## src/rtl/button_debounce.sv

```systemverilog
// -----------------------------------------------------------------------------
// button_debounce
//
// Debounces one raw push-button pin with the help of an external, non-
// cancellable interval timer. A change of the synchronised button level
// starts one timer interval. The new level is committed only if it held
// for the whole interval. Every output is registered.
//
// Parameters:
//   SYNC_STAGES  synchroniser depth on BTN_IN (2..4)
//   ACTIVE_LOW   1: BTN_IN low means pressed, 0: BTN_IN high means pressed
//
// Ports:
//   CLK          single clock, rising edge
//   RST_N        synchronous active-low reset
//   BTN_IN       raw asynchronous button pin
//   START_TMR    one-cycle request to the timer to start an interval
//   TMR_PULSE    one-cycle end-of-interval pulse from the timer
//   BTN_PRESSED  debounced level, 1 = pressed
//   PRESS        one-cycle strobe when a press is committed
//   RELEASE      one-cycle strobe when a release is committed
// -----------------------------------------------------------------------------
module button_debounce #(
   parameter int SYNC_STAGES = 2,
   parameter bit ACTIVE_LOW  = 1'b1
) (
   input  logic CLK,
   input  logic RST_N,
   input  logic BTN_IN,
   output logic START_TMR,
   input  logic TMR_PULSE,
   output logic BTN_PRESSED,
   output logic PRESS,
   output logic RELEASE
);

   // Pin level that means "not pressed"; the synchroniser resets to it.
   localparam logic IDLE_LVL = ACTIVE_LOW;

   typedef enum logic [1:0] {
      DB_IDLE = 2'b00,
      DB_WAIT = 2'b01
   } db_state_t;

   logic [SYNC_STAGES-1:0] sync_r;
   logic                   btn_sync_s;
   logic                   differ_s;

   db_state_t              state_r;
   db_state_t              next_state_s;

   logic                   unstable_r;
   logic                   start_tmr_r;
   logic                   btn_pressed_r;
   logic                   press_r;
   logic                   release_r;

   logic                   unstable_nxt_s;
   logic                   start_tmr_nxt_s;
   logic                   btn_pressed_nxt_s;
   logic                   press_nxt_s;
   logic                   release_nxt_s;

   // Synchroniser chain for the asynchronous button pin.
   always_ff @(posedge CLK) begin
      if (!RST_N) begin
         sync_r <= {SYNC_STAGES{IDLE_LVL}};
      end else begin
         sync_r <= {sync_r[SYNC_STAGES-2:0], BTN_IN};
      end
   end

   // Normalise polarity so that 1 always means pressed.
   assign btn_sync_s = sync_r[SYNC_STAGES-1] ^ ACTIVE_LOW;
   assign differ_s   = (btn_sync_s != btn_pressed_r);

   // State register plus the registered outputs and the bounce flag.
   always_ff @(posedge CLK) begin
      if (!RST_N) begin
         state_r       <= DB_IDLE;
         unstable_r    <= 1'b0;
         start_tmr_r   <= 1'b0;
         btn_pressed_r <= 1'b0;
         press_r       <= 1'b0;
         release_r     <= 1'b0;
      end else begin
         state_r       <= next_state_s;
         unstable_r    <= unstable_nxt_s;
         start_tmr_r   <= start_tmr_nxt_s;
         btn_pressed_r <= btn_pressed_nxt_s;
         press_r       <= press_nxt_s;
         release_r     <= release_nxt_s;
      end
   end

   // Next-state logic. The timer cannot be cancelled, so DB_WAIT is only
   // ever left on TMR_PULSE, whatever the input does meanwhile.
   always_comb begin
      next_state_s = DB_IDLE;
      case (state_r)
         DB_IDLE: begin
            if (differ_s) begin
               next_state_s = DB_WAIT;
            end else begin
               next_state_s = DB_IDLE;
            end
         end
         DB_WAIT: begin
            if (TMR_PULSE) begin
               next_state_s = DB_IDLE;
            end else begin
               next_state_s = DB_WAIT;
            end
         end
         default: begin
            next_state_s = DB_IDLE;
         end
      endcase
   end

   // Output logic: values loaded into the output registers at the next edge.
   always_comb begin
      unstable_nxt_s    = unstable_r;
      start_tmr_nxt_s   = 1'b0;
      btn_pressed_nxt_s = btn_pressed_r;
      press_nxt_s       = 1'b0;
      release_nxt_s     = 1'b0;
      case (state_r)
         DB_IDLE: begin
            if (differ_s) begin
               start_tmr_nxt_s = 1'b1;
               unstable_nxt_s  = 1'b0;
            end else begin
               start_tmr_nxt_s = 1'b0;
            end
         end
         DB_WAIT: begin
            // Any cycle back at the committed level spoils this interval.
            if (!differ_s) begin
               unstable_nxt_s = 1'b1;
            end else begin
               unstable_nxt_s = unstable_r;
            end
            if (TMR_PULSE && !unstable_r && differ_s) begin
               btn_pressed_nxt_s = btn_sync_s;
               press_nxt_s       = btn_sync_s;
               release_nxt_s     = ~btn_sync_s;
            end else begin
               btn_pressed_nxt_s = btn_pressed_r;
            end
         end
         default: begin
            unstable_nxt_s = 1'b0;
         end
      endcase
   end

   assign START_TMR   = start_tmr_r;
   assign BTN_PRESSED = btn_pressed_r;
   assign PRESS       = press_r;
   assign RELEASE     = release_r;

endmodule

```

## config.mk

```make
export PLATFORM = sky130hd
export DESIGN_NAME = button_debounce
export DESIGN_NICKNAME = d
export VERILOG_FILES = /design/src/rtl/button_debounce.sv
export SDC_FILE = /design/constraint.sdc
export NUM_CORES = 1
export LEC_CHECK = 0
export BUFFER_PORTS_ARGS = -buffer_cell sky130_fd_sc_hd__buf_2
export CORE_AREA = 2 2 39 41
export DETAILED_ROUTE_END_ITERATION = 8
export DIE_AREA = 0 0 41 43
export GPL_ROUTABILITY_DRIVEN = 1
export PLACE_DENSITY = 0.37
export SLEW_MARGIN = 15
export SYNTH_ARGS = -nofsm -noshare
export SYNTH_HDL_FRONTEND = slang
export SYNTH_SLANG_ARGS = --single-unit
export TNS_END_PERCENT = 50
```

## constraint.sdc

```tcl
create_clock -name CLK -period 2.4 [get_ports CLK]
set_input_delay 0.36 -clock CLK [delete_from_list [all_inputs] [get_ports CLK]]
set_output_delay 0.36 -clock CLK [all_outputs]
set_load 0.1 [all_outputs]
```

==> impl_metrics.py <==
metrics = {
    "sta": {
        "setup_viol": 0,
        "rsz0062_at_grt": "no",
        "fin_crit_ns": 1.470,
        "max_slew_margin": 0.6783,
        "worst_clock_skew_ns": 0.002830,
        "timing.final.ws_setup_ns": 0.9302,
        "period_share": 0.6124,
        "holdWs_ns": 0.2826,
        "max_slew.worst_pin.slew_ns": 0.4859,
        "hold_viol": 0,
        "fmax_ghz": 0.6804,
        "drv_slew": 0,
        "setup_tns_ns": 0,
    },
    "floorplan": {
        "fp.dieH_um": 43,
        "die_area_um2": 1763,
        "io_pins": 8,
        "rows": 14,
        "initial_utilization": 0.1989,
        "core-area_um2": 1384,
        "die_w_um": 41,
    },
    "cts": {
        "tritoncts": "built",
        "cts_max_level": 1,
        "clk_latency_ns": 0.25,
        "post_cts_buffers": 0,
        "path_clk_slew_ns": 0.05,
        "cts_max_path_buffers": 2,
        "postCtsHoldBufs": 0,
        "cts_resized": 0,
        "clk_root_buffer_cell": "clkbuf_4",
        "cts_made_buffers": 3,
        "cts.sinks": 8,
    },
    "yosys": {
        "yosys_warnings": 0,
        "synth_edf_count": 0,
        "synth-seq-area-share": 0.5818,
        "synth_area_leader_cell": "dfxtp_1",
        "synthTopCellsByArea": "dfxtp_1 (58%), nand4b_1 (6.4%), nand2b_1 (4.5%), o211a_1 (3.6%), and3b_1 (3.2%)",
        "async_reset_ff_frac": 0,
        "synth_top_area_frac": 0.5818,
        "synth_area_um2": 275.3,
        "netlist_instances": 25,
        "synth_flop_cell": "dfxtp_1",
        "ys_types": 15,
        "syn_area_per_cell_um2": 11.01,
        "synth_nets": 29,
        "synth_seq_cells": 8,
    },
    "critical_path": {
        "max_stage_delay_ns": 0.46,
        "reg2regPathDepth": 2,
        "crit_path_max_fanout": 5,
        "cp_slowest_cell": "buf_2",
        "crit_type": "flip-flop to output port",
        "r2r_end": "state_r[0]$_SDFF_PN0_",
        "crit_arrival_ns": 1.11,
        "worstPathRequired_ns": 2.04,
        "cp_cell_sequence": "buf_2",
        "cp-start-kind": "flip-flop",
        "path_delay_family": "buffers and inverters",
        "r2r_slack_ns": 1.52,
        "r2r-start": "BTN_PRESSED$_SDFFE_PN0P_",
        "crit_buf_inv": 1,
        "endpoint_kind": "output port",
    },
    "pwr": {
        "power.internal_mw": 0.2061,
        "sw_frac_of_total": 0.2570,
        "pwr-share-comb": 0.109,
        "clkPwrFrac": 0.370,
        "p_leak_nw": 0.1730,
        "p_total_mw": 0.2774,
        "power_density_nw_per_um2": 786.2,
        "switching_power_mw": 0.07129,
        "peakVddDrop_mv": 0.1741,
        "power_frac_seq": 0.521,
    },
    "grt": {
        "overflow": 0,
        "grt_pass1_wl_um": 703,
        "track_usage": 0.06841,
        "grt_antenna_before_repair": 0,
        "grt_max_degree": 9,
        "grt_pass1_vias": 180,
    },
    "finish": {
        "instances_no_fill": 51,
        "layout_commonest_cell": "dfxtp_1",
        "seqCellArea_um2": 160.2,
        "drive_gt1_frac": 0.2857,
        "syn_to_final_growth_pct": 28.18,
        "finalNetCount": 41,
        "post-route-util": 0.2550,
        "antenna_cells": 0,
        "fillCellCount": 158,
        "final_cell_mix": "dfxtp_1 (8), buf_2 (7), clkbuf_4 (3)",
        "design_area_um2": 352.8,
        "multiInputGateArea_um2": 115.1,
    },
    "drt": {
        "postRouteAntennaNets": 0,
        "post_drt_via_cell_ratio": 4.118,
        "vias": 210,
        "drc": 0,
        "wl_um": 486,
        "wl_per_cell_um": 9.529,
        "drt_iter0_markers": 8,
        "first_pass_iters": 2,
    },
    "place": {
        "dp_slack_ns": 1.202,
        "portBuffers": 7,
        "placed_cell_area_um2": 330.3,
        "place_inst": 48,
        "dpl.hpwl_um": 340.6,
        "gp_congestion": 0.7016,
    },
    "outcome": {
        "status": "complete, no violations",
    },
    "flow_run": {
        "max_cap_violations": 0,
    },
    "min_path": {
        "hold_path_class": "input pin to flip-flop",
        "whs_endpoint": "sync_r[0]$_SDFF_PN1_",
        "hp-start": "BTN_IN",
        "hold_depth": 2,
    },
}
## logic make-up (layout without fill, tap and decap cells)
family | after synthesis | count (layout) | synth area share
flops | 8 | 8 | 0.5818
buf+inv | 0 | 10 | 0
xor+xnor | 1 | 1 | 0.03182
compound gates | 4 | 4 | 0.1091
simple gates | 12 | 12 | 0.2773
## synthesized netlist by cell type (2+ instances only)
library cell  number
dfxtp_1            8
nand2b_1           2
nand4b_1           2
nor2_1             2
## area by class of cell
cell class / instances / area share
sequential: 8 / 0.4539
multi-input combinational: 17 / 0.3262
timing repair buffer: 7 / 0.09929
clock buffer: 3 / 0.06383
tap: 16 / 0.05674
## registers in the layout, indices dropped and copies added (netlist names)
signal       flops
sync_r           2
PRESS            1
BTN_PRESSED      1
START_TMR        1
unstable_r       1
RELEASE          1
state_r          1
## routing by layer
metal | track usage | wire [um]
met3 | 0.03141 | 43
met4 | 0.1000 | 17
met1 | 0.06796 | 203
met5 | 0 | 0
met2 | 0.08125 | 222
## worst max path at each step
stage | cells after the start | start | slack (ns) | to
after detailed placement | 1 | BTN_PRESSED$_SDFFE_PN0P_ | 1.20 | BTN_PRESSED
final | 1 | BTN_PRESSED$_SDFFE_PN0P_ | 0.93 | BTN_PRESSED
after CTS | 1 | BTN_PRESSED$_SDFFE_PN0P_ | 0.92 | BTN_PRESSED
after global routing | 1 | BTN_PRESSED$_SDFFE_PN0P_ | 0.88 | BTN_PRESSED
after global placement | 1 | BTN_PRESSED$_SDFFE_PN0P_ | 1.22 | BTN_PRESSED
after floorplan | 2 | BTN_PRESSED$_SDFFE_PN0P_ | 0.91 | unstable_r$_SDFFE_PN0P_
## power by group through the flow
stage	logic, mW	registers, mW	clock network (mW)
2_1_floorplan	0.00995	0.159	0
3_3_place_gp	0.0303	0.147	0
3_5_place_dp	0.0304	0.147	0
4_1_cts	0.0303	0.144	0.109
5_1_grt	0.0326	0.145	0.111
6_report	0.0301	0.145	0.103
Note: power is estimated with default switching activity, not from simulation.
